**src/rtl/nav_sequencer_if.sv**
```systemverilog
// Command and datapath-control bundle between a navigation command source and nav_sequencer.
interface nav_sequencer_if #(
   parameter int K      = 16,
   parameter int STEP_W = 8
);
   logic              cmd_valid;
   logic              cmd_ready;
   logic [1:0]        cmd_op;
   logic [3:0]        cmd_speed;
   logic [STEP_W-1:0] cmd_steps;
   logic [3*K-1:0]    cmd_target;
   logic              abort;
   logic [3:0]        mode;
   logic [3:0]        pos_mode;
   logic [3*K-1:0]    jump_position;
   logic              busy;
   logic              done;
   logic              aborted;
   logic              err;

   modport master (
      output cmd_valid, cmd_op, cmd_speed, cmd_steps, cmd_target, abort,
      input  cmd_ready, mode, pos_mode, jump_position, busy, done, aborted, err
   );

   modport slave (
      input  cmd_valid, cmd_op, cmd_speed, cmd_steps, cmd_target, abort,
      output cmd_ready, mode, pos_mode, jump_position, busy, done, aborted, err
   );
endinterface

```
**src/rtl/nav_sequencer.sv**
```systemverilog
// Command sequencer for the three-axis position datapath: zero, timed cruise, charged jump.
// Next state is decoded combinationally; every output is a register derived from that next state.
module nav_sequencer #(
   parameter int K               = 16,
   parameter int STEP_W          = 8,
   parameter int CHARGE_CYCLES   = 4,
   parameter int COOLDOWN_CYCLES = 3
) (
   input logic           clk,
   input logic           rst_n,
   nav_sequencer_if.slave bus
);
   localparam int MAX_T = (CHARGE_CYCLES > COOLDOWN_CYCLES) ? CHARGE_CYCLES : COOLDOWN_CYCLES;
   localparam int TMR_W = $clog2(MAX_T + 1);

   localparam logic [2:0] S_INIT   = 3'd0;
   localparam logic [2:0] S_IDLE   = 3'd1;
   localparam logic [2:0] S_ZERO   = 3'd2;
   localparam logic [2:0] S_CRUISE = 3'd3;
   localparam logic [2:0] S_CHARGE = 3'd4;
   localparam logic [2:0] S_JUMP   = 3'd5;
   localparam logic [2:0] S_COOL   = 3'd6;

   localparam logic [3:0] M_STOP = 4'b0001;
   localparam logic [3:0] P_ZERO = 4'b0001;
   localparam logic [3:0] P_SUB  = 4'b0010;
   localparam logic [3:0] P_JUMP = 4'b0100;

   logic [2:0]        state, state_d;
   logic [STEP_W-1:0] step_cnt, step_d;
   logic [TMR_W-1:0]  tmr, tmr_d;
   logic [3:0]        spd_q, spd_d;
   logic [3*K-1:0]    tgt_q, tgt_d;
   logic              done_d, aborted_d, err_d;
   logic [3:0]        mode_d, pos_mode_d;
   logic [3*K-1:0]    jp_d;
   logic              spd_ok;

   assign spd_ok = (bus.cmd_speed != 4'd0) && ((bus.cmd_speed & (bus.cmd_speed - 4'd1)) == 4'd0);

   always_comb begin
      state_d   = state;
      step_d    = step_cnt;
      tmr_d     = tmr;
      spd_d     = spd_q;
      tgt_d     = tgt_q;
      done_d    = 1'b0;
      aborted_d = 1'b0;
      err_d     = 1'b0;
      case (state)
         S_INIT: state_d = S_IDLE;
         S_IDLE: begin
            if (bus.cmd_valid && bus.cmd_ready) begin
               case (bus.cmd_op)
                  2'b00: state_d = S_ZERO;
                  2'b01: begin
                     if (!spd_ok) err_d = 1'b1;
                     else if (bus.cmd_steps == '0) done_d = 1'b1;
                     else begin
                        state_d = S_CRUISE;
                        step_d  = bus.cmd_steps;
                        spd_d   = bus.cmd_speed;
                     end
                  end
                  2'b10: begin
                     state_d = S_CHARGE;
                     tmr_d   = TMR_W'(CHARGE_CYCLES);
                     tgt_d   = bus.cmd_target;
                  end
                  default: err_d = 1'b1;
               endcase
            end
         end
         S_ZERO: begin
            state_d = S_IDLE;
            done_d  = 1'b1;
         end
         // abort is checked first so it beats completion on the same edge
         S_CRUISE: begin
            if (bus.abort) begin
               state_d   = S_IDLE;
               aborted_d = 1'b1;
            end else if (step_cnt == STEP_W'(1)) begin
               state_d = S_IDLE;
               done_d  = 1'b1;
            end else step_d = step_cnt - STEP_W'(1);
         end
         S_CHARGE: begin
            if (bus.abort) begin
               state_d   = S_IDLE;
               aborted_d = 1'b1;
            end else if (tmr == TMR_W'(1)) state_d = S_JUMP;
            else tmr_d = tmr - TMR_W'(1);
         end
         S_JUMP: begin
            state_d = S_COOL;
            tmr_d   = TMR_W'(COOLDOWN_CYCLES);
         end
         S_COOL: begin
            if (tmr == TMR_W'(1)) begin
               state_d = S_IDLE;
               done_d  = 1'b1;
            end else tmr_d = tmr - TMR_W'(1);
         end
         default: state_d = S_IDLE;
      endcase

      mode_d = (state_d == S_CRUISE) ? spd_d : M_STOP;
      case (state_d)
         S_ZERO:  pos_mode_d = P_ZERO;
         S_JUMP:  pos_mode_d = P_JUMP;
         default: pos_mode_d = P_SUB;
      endcase
      jp_d = (state_d == S_JUMP) ? tgt_q : bus.jump_position;
   end

   always_ff @(posedge clk or negedge rst_n) begin
      if (!rst_n) begin
         state             <= S_INIT;
         step_cnt          <= '0;
         tmr               <= '0;
         spd_q             <= M_STOP;
         tgt_q             <= '0;
         bus.mode          <= M_STOP;
         bus.pos_mode      <= P_ZERO;
         bus.jump_position <= '0;
         bus.cmd_ready     <= 1'b0;
         bus.busy          <= 1'b1;
         bus.done          <= 1'b0;
         bus.aborted       <= 1'b0;
         bus.err           <= 1'b0;
      end else begin
         state             <= state_d;
         step_cnt          <= step_d;
         tmr               <= tmr_d;
         spd_q             <= spd_d;
         tgt_q             <= tgt_d;
         bus.mode          <= mode_d;
         bus.pos_mode      <= pos_mode_d;
         bus.jump_position <= jp_d;
         bus.cmd_ready     <= (state_d == S_IDLE);
         bus.busy          <= (state_d != S_IDLE);
         bus.done          <= done_d;
         bus.aborted       <= aborted_d;
         bus.err           <= err_d;
      end
   end
endmodule

```
**src/flat_wrapper.sv**
```systemverilog
// flat-port wrapper written by rule: the top's interface ports become plain ports
module nav_sequencer_flat 
#(
   parameter int K               = 16,
   parameter int STEP_W          = 8,
   parameter int CHARGE_CYCLES   = 4,
   parameter int COOLDOWN_CYCLES = 3
)
  (clk, rst_n, bus_cmd_valid, bus_cmd_op, bus_cmd_speed, bus_cmd_steps, bus_cmd_target, bus_abort, bus_cmd_ready, bus_mode, bus_pos_mode, bus_jump_position, bus_busy, bus_done, bus_aborted, bus_err);
  nav_sequencer_if #(.K(K), .STEP_W(STEP_W)) bus_i ();
  input logic clk;
  input logic rst_n;
  input wire logic [$bits(bus_i.cmd_valid)-1:0] bus_cmd_valid;
  input wire logic [$bits(bus_i.cmd_op)-1:0] bus_cmd_op;
  input wire logic [$bits(bus_i.cmd_speed)-1:0] bus_cmd_speed;
  input wire logic [$bits(bus_i.cmd_steps)-1:0] bus_cmd_steps;
  input wire logic [$bits(bus_i.cmd_target)-1:0] bus_cmd_target;
  input wire logic [$bits(bus_i.abort)-1:0] bus_abort;
  output wire logic [$bits(bus_i.cmd_ready)-1:0] bus_cmd_ready;
  output wire logic [$bits(bus_i.mode)-1:0] bus_mode;
  output wire logic [$bits(bus_i.pos_mode)-1:0] bus_pos_mode;
  output wire logic [$bits(bus_i.jump_position)-1:0] bus_jump_position;
  output wire logic [$bits(bus_i.busy)-1:0] bus_busy;
  output wire logic [$bits(bus_i.done)-1:0] bus_done;
  output wire logic [$bits(bus_i.aborted)-1:0] bus_aborted;
  output wire logic [$bits(bus_i.err)-1:0] bus_err;
  assign bus_i.cmd_valid = bus_cmd_valid;
  assign bus_i.cmd_op = bus_cmd_op;
  assign bus_i.cmd_speed = bus_cmd_speed;
  assign bus_i.cmd_steps = bus_cmd_steps;
  assign bus_i.cmd_target = bus_cmd_target;
  assign bus_i.abort = bus_abort;
  assign bus_cmd_ready = bus_i.cmd_ready;
  assign bus_mode = bus_i.mode;
  assign bus_pos_mode = bus_i.pos_mode;
  assign bus_jump_position = bus_i.jump_position;
  assign bus_busy = bus_i.busy;
  assign bus_done = bus_i.done;
  assign bus_aborted = bus_i.aborted;
  assign bus_err = bus_i.err;
  nav_sequencer #(.K(K), .STEP_W(STEP_W), .CHARGE_CYCLES(CHARGE_CYCLES), .COOLDOWN_CYCLES(COOLDOWN_CYCLES)) u_core (.clk(clk), .rst_n(rst_n), .bus(bus_i));
endmodule
```
**config.mk**
```make
export PLATFORM = sky130hd
export DESIGN_NAME = nav_sequencer_flat
export DESIGN_NICKNAME = d
export VERILOG_FILES = /design/src/rtl/nav_sequencer_if.sv /design/src/rtl/nav_sequencer.sv /design/src/flat_wrapper.sv
export SDC_FILE = /design/constraint.sdc
export NUM_CORES = 1
export LEC_CHECK = 0
export CORE_MARGIN = 2
export CORE_UTILIZATION = 35
export CTS_BUF_LIST = sky130_fd_sc_hd__clkbuf_8
export CTS_CLUSTER_SIZE = 12
export DETAILED_ROUTE_END_ITERATION = 10
export PLACE_DENSITY = 0.71
export SLEW_MARGIN = 30
export SYNTH_ARGS = -nofsm -noshare
export SYNTH_HDL_FRONTEND = slang
export SYNTH_SLANG_ARGS = --single-unit
```
**constraint.sdc**
```tcl
create_clock -name clk -period 2.4 [get_ports clk]
set_clock_uncertainty 0.15 [all_clocks]
set_input_delay 0.48 -clock clk [delete_from_list [all_inputs] [get_ports clk]]
set_output_delay 0.48 -clock clk [all_outputs]
set_load 0.02 [all_outputs]
```
== Word-level counts from Yosys, hierarchy flattened ==
Cells that the tools add are included.
Storage, ports and cells
  word-level logic and storage cells: 96
  output and inout port bits: 61
  flip-flop bits (word level): 126
Cells by class
  mux-type cells: 43
  bitwise operators: 1
  reductions and logical operators: 13
  equal/unequal tests: 23
  $add $sub $neg: 3
Operator list (count)
  $mux W8: 6
  $mux W3: 12
  $mux W4: 6
  $pmux W8 S2: 1
  $pmux W3 S5: 1
  $eq A3 B2 Y1 const B: 4
  $eq A3 B3 Y1 const B: 4
  $mux W1: 12
  $pmux W3 S4: 1
  $ne A2 B2 Y1 const B: 5
  $eq A3 B1 Y1 const B: 3
  $pmux W3 S3: 1
  $eq A8 B1 Y1 const B: 1
  $logic_not A8 Y1: 1
  $reduce_bool A4 Y1: 2
  $sub A8 B1 Y8 const B: 1
  $reduce_and A7 Y1: 1
  $ne A2 B1 Y1 const B: 3
  $pmux W3 S2: 1
  $and A4 B4 Y4: 1
  $logic_not A4 Y1: 1
  $pmux W1 S4: 1
  $reduce_and A4 Y1: 1
  $reduce_or A2 Y1: 2
  10 further kinds: 11

== Longest topological paths before layout ==
  depth in word-level cells: 10
  gate-level depth with buffers: 9
  gate-level depth less buffers: 8

== Least setup slack after synthesis ==
No wires, ideal clock.
  kind: flip-flop to flip-flop
  start point: register u_core.tmr[0]
  end point: register u_core.bus.jump_position[0]
  slack: 0.243 ns
  buffers on the path: 2
  period minus slack after synthesis: 2.157 ns
  arrival time: 1.882 ns
  required time: 2.125 ns
  cell stages (with the launch flop): 9
  cell sequence: dfrtp_1 ha_1 and2b_1 o22ai_1 a21o_4 nor2b_1 buf_6 buf_6 mux2_4
Between the ends
  cells in the longest elaborated chain, start to end: 5
  elaborated cells on any way between the ends: 6
  those cells by class: eq/ne: 2; mux: 4
Ends and longest elaborated chain
  from (decl): line nav_sequencer.sv:31  | logic [TMR_W-1:0] tmr, tmr_d;
  from (signal assigned): line nav_sequencer.sv:135  | tmr <= tmr_d;
  $eq A3 B1 Y1 (*): line nav_sequencer.sv:92, nav_sequencer.sv:100
  $mux W3: line nav_sequencer.sv:92  | end else if (tmr == TMR_W'(1)) state_d = S_JUMP;
  $mux W3: line nav_sequencer.sv:89  | if (bus.abort) begin
  $pmux W3 S5 (*): line nav_sequencer.sv:50  | case (state)
  via u_core.state_d[2]: line nav_sequencer.sv:29  | logic [2:0] state, state_d;
  $eq A3 B3 Y1 (*): line nav_sequencer.sv:114  | jp_d = (state_d == S_JUMP) ? tgt_q : bus.jump_position;
  to (signal assigned): line nav_sequencer.sv:140  | bus.jump_position <= jp_d;
  to (decl): line nav_sequencer_if.sv:28  | output cmd_ready, mode, pos_mode, jump_position, busy, done, aborted, err
The timed path passes the listed nets; every way through them passes the cells marked *.
A chain may end at the register's enable or synchronous reset.

== Final worst setup path ==
  start point: register u_core.tmr[0]
  end point: register u_core.bus.jump_position[27]
Same word-level chain as after synthesis.

==> key figures <==
Routing
  – Final wirelength: ~11 mm
  – # DRC: 0
  – Total number of vias: about 3500
  – Drt wl/cell: around 16 um
  – Highest Signal Layer: met4
  – Pre-antenna DRT Iters: 4
  – Number of DRC markers after the initial detailed-route iteration: roughly 150
  – DR WL met3: slightly below 600 um
  – Detailed-routed wire length on met2: 5.53 mm
  – ANT nets after route: 0
  – Number of vias per cell after detailed routing: around 4.8
  – Routed metal-1 wire length: roughly 5.2 mm

Power and ir drop
  – P per Cell Area: 1360 nW/um^2
  – Clock group share of total power: about 20%
  – Part of the power in registers: a little over a third
  – Leakage power of the design: 3.31 nW
  – Internal cell power: between 7 and 8 mW
  – Tot Pwr: around 10 mW
  – Worst supply voltage drop on vdd: 0.635 mV
  – Switching power total: 3.36 mW
  – Part of the total power dissipated in combinational logic: between 40% and 50%
  – Net switching fraction of the power: between 30 and 40%

Final layout
  – Synth-to-Final Area Change: 41.1%
  – FILL cells: around 1300
  – # nets final: ~600
  – Storage element area: 3160 sq um
  – Number of standard cells in the final layout excluding fillers: around 730
  – Final cell area excluding filler cells: approximately 7600 sq um
  – Area of the multi-input gates: ~2100 sq um
  – Share of the core filled with cells in the final layout: between 50 and 60%
  – Fraction of final layout cells sized beyond drive strength 1: 34.6%
  – N_diodes: 0

Die
  – Top-Level Pins: about 130
  – Area of the placeable core: 15100 sq um
  – Die Height: ~130 um
  – Number of placement rows: 45
  – Initial cell density of the core: ~36%
  – Die boundary width: approximately 130 um
  – Die area: roughly 16000 sq um

STA
  – Setup ws final: between 70 and 80 ps
  – Sum of negative setup slack: 0 ps
  – Time the final worst path needs with I/O delays and setup: 2320 ps
  – Max-slew violation count: 0
  – Finish-stage setup viols: 0
  – F_max: 431 MHz
  – RSZ-0062 raised after global routing: no
  – Hold WS: around 340 ps
  – Period utilization: 96.7%
  – Number of hold-slack violations in the final timing report: 0

Logic synthesis
  – Post-synth top cells: sky130_fd_sc_hd__dfrtp_1 (122), sky130_fd_sc_hd__mux2_2 (54), sky130_fd_sc_hd__mux2_4 (48)
  – Netlist area before placement: ~5400 sq um
  – Post-synthesis async set-or-reset flop share: between 90% and 100%
  – Avg Inst Size Synth: about 15 sq um
  – Number of enable-type register cells in the synthesized netlist: 0
  – Number of nets in the synthesized netlist: between 400 and 500
  – Synth Register Bits: 126
  – Sequential-to-total area share from yosys stat: 58.5%
  – Yosys top cell by area: sky130_fd_sc_hd__dfrtp_1
  – Cells after Synth: ~370
  – Flip-flop cell with the highest count after synthesis: sky130_fd_sc_hd__dfrtp_1
  – Post-synth top area share: between 50% and 60%
  – Number of different library cells in the post-synthesis netlist: between 40 and 50
  – Most frequent cell after synthesis: sky130_fd_sc_hd__dfrtp_1
  – Top post-synthesis cells by area: sky130_fd_sc_hd__dfrtp_1 (57%), sky130_fd_sc_hd__mux2_4 (13%), sky130_fd_sc_hd__mux2_2 (11%)
  – Total number of yosys warnings: 0

Clock tree
  – Clock buffers created by TritonCTS: 17
  – CTS Root Cell: sky130_fd_sc_hd__clkbuf_8
  – H-tree depth reported by CTS: 4
  – Clock buffer depth: 2
  – CTS tree: done
  – Post-CTS clock slew at the launch and capture registers of the worst setup and hold paths: around 80 ps
  – Clock insertion delay at the later pin of the skew report: 440 ps
  – Count of clock tree sinks: about 130

Setup path
  – Count of cells along the worst register-to-register path: 8
  – Most frequent cell on the critical path: sky130_fd_sc_hd__buf_12
  – Start point of the critical path: u_core.tmr[0]
  – Critical-path maximum fanout: 16
  – Endpoint of the most critical register-to-register path: u_core.bus.jump_position[27]
  – CP endpoint: u_core.bus.jump_position[27]
  – Startpoint types: flop
  – R2R Setup Slk: ~80 ps
  – Critical path start-end classification: flop to flop
  – Type of destination of the critical path: flop
  – Arrival time of data at the critical path endpoint: approximately 2500 ps
  – Reg2Reg Launch Point: u_core.tmr[0]
  – Delay of the slowest critical-path stage: between 400 and 500 ps
  – Endpoint required time on the critical path: between 2000 and 3000 ps
  – Worst-path cell with the longest stage delay: sky130_fd_sc_hd__dfrtp_1
  – Ordered list of cells on the worst path: ha_1, and2b_2, o22ai_1, a21o_4, nor2b_4, buf_12, buf_12, mux2_4

Status
  – Run status: completed

Placement
  – Area of placed instances: roughly 7000 sq um
  – Half-perimeter wire length after detailed placement: roughly 8 mm
  – Setup Slack @ Placement: -304 ps
  – Port Buf Inserts: 125
  – Global placer's final weighted congestion: 0.819
  – Placed Cells: about 700

Min path
  – Hold path start: u_core.tgt_q[15]
  – Worst hold path type: flop to flop

Global routing
  – Maximum number of pins on one net before global-route repair: between 80 and 90
  – Number of antenna violations at the first check in global routing: 0
  – First-pass GRT wire length: 18.6 mm
  – Global router's overall resource usage: ~15%
  – Residual overflow from global routing: 0
  – Number of global-route vias before repair: approximately 3700

Run
  – Max-cap viol count: 0
==> kinds of logic after synthesis <==
logic type	synth area share (%)
adders and majority gates	0.927
buffers and inverters	3.24
other	0.0695
xor gates and xnor gates	0.162
and+or+nand+nor	6.61
DFF	58.5
AOI/OAI and AO/OA	5.89
muxes	24.6
==> registers in the layout, summed over array words and instances (netlist names) <==
name,cells
u_core.bus.pos_mode,3
u_core.bus.done,1
u_core.spd_q,4
u_core.tgt_q,48
u_core.bus.mode,4
u_core.bus.jump_position,48
u_core.bus.busy,1
u_core.tmr,3
u_core.bus.aborted,1
u_core.step_cnt,8
u_core.bus.cmd_ready,1
u_core.bus.err,1
u_core.state,3
==> how the worst min path moves through the flow <==
stage | slack [ps] | endpoint | cells after the start
floorplan | 30 | u_core.bus.aborted | 0
CTS | 350 | u_core.bus.jump_position[15] | 1
global placement | 320 | u_core.spd_q[3] | 1
global route | 370 | u_core.bus.jump_position[15] | 1
detailed placement | 340 | u_core.tgt_q[23] | 2
finish | 340 | u_core.bus.jump_position[15] | 1
==> layout make-up <==
class | instances | area share, %
flip-flops and latches | 126 | 41.5
multi-input cells | 214 | 27.3
repair buffers | 163 | 21.7
clock buffers | 19 | 3.43
well taps | 188 | 3.09
clock inverters | 13 | 2.46
inverters | 11 | 0.542
==> per-layer routing <==
metal / vias to the layer above / GRT usage (%)
met5: - / 0
li1: 1633 / -
met3: 17 / 5.18
met4: 0 / 5.88
met1: 1759 / 19.0
met2: 102 / 22.7
==> worst max-delay path: cells and delay by family, from the launching register on <==
family,cells,cell delay (ps)
AOI/OAI and AO/OA,2,400
adders and majority gates,1,200
buffers and inverters,2,320
DFF,1,420
muxes,1,310
and+or+nand+nor,2,380
==> layout by cell type, fill, tap and decap left out, types with 4 or more instances in the layout <==
| cell type | synthesis | layout |
|---|---|---|
| sky130_fd_sc_hd__clkbuf_8 | 0 | 19 |
| sky130_fd_sc_hd__clkdlybuf4s50_1 | 0 | 124 |
| sky130_fd_sc_hd__nand2_1 | 16 | 16 |
| sky130_fd_sc_hd__o2bb2ai_1 | 4 | 4 |
| sky130_fd_sc_hd__dfstp_2 | 4 | 4 |
| sky130_fd_sc_hd__nand3_1 | 6 | 6 |
| sky130_fd_sc_hd__mux2_2 | 54 | 54 |
| sky130_fd_sc_hd__buf_12 | 0 | 8 |
| sky130_fd_sc_hd__bufinv_16 | 0 | 4 |
| sky130_fd_sc_hd__ha_1 | 4 | 4 |
| sky130_fd_sc_hd__nor3_1 | 4 | 4 |
| sky130_fd_sc_hd__nor2_1 | 12 | 12 |
| sky130_fd_sc_hd__inv_1 | 11 | 12 |
| sky130_fd_sc_hd__buf_4 | 2 | 29 |
| sky130_fd_sc_hd__dfrtp_1 | 122 | 122 |
| sky130_fd_sc_hd__clkinv_4 | 0 | 4 |
| sky130_fd_sc_hd__mux2_4 | 48 | 48 |
| sky130_fd_sc_hd__a21oi_1 | 14 | 14 |
| sky130_fd_sc_hd__o21ai_0 | 10 | 10 |
| sky130_fd_sc_hd__nand2b_1 | 7 | 7 |
==> what timing repair did <==
item,in CTS,in global routing
endpoints found under the setup margin,0,4
gates resized for setup,0,2
setup buffers,0,1
hold buffers,1,0
endpoints found under the hold margin,122,0
==> power by group through the flow <==
stage / Clock (mW) / Combinational [mW] / Sequential [mW]
floorplan: 0 / 2.39 / 4.17
global placement: 0 / 4.46 / 3.69
detailed placement: 0 / 4.57 / 3.76
CTS: 2.13 / 4.59 / 3.73
global route: 2.24 / 4.94 / 3.85
finish: 2.06 / 4.61 / 3.72
Note: power is estimated with default switching activity, not from simulation.
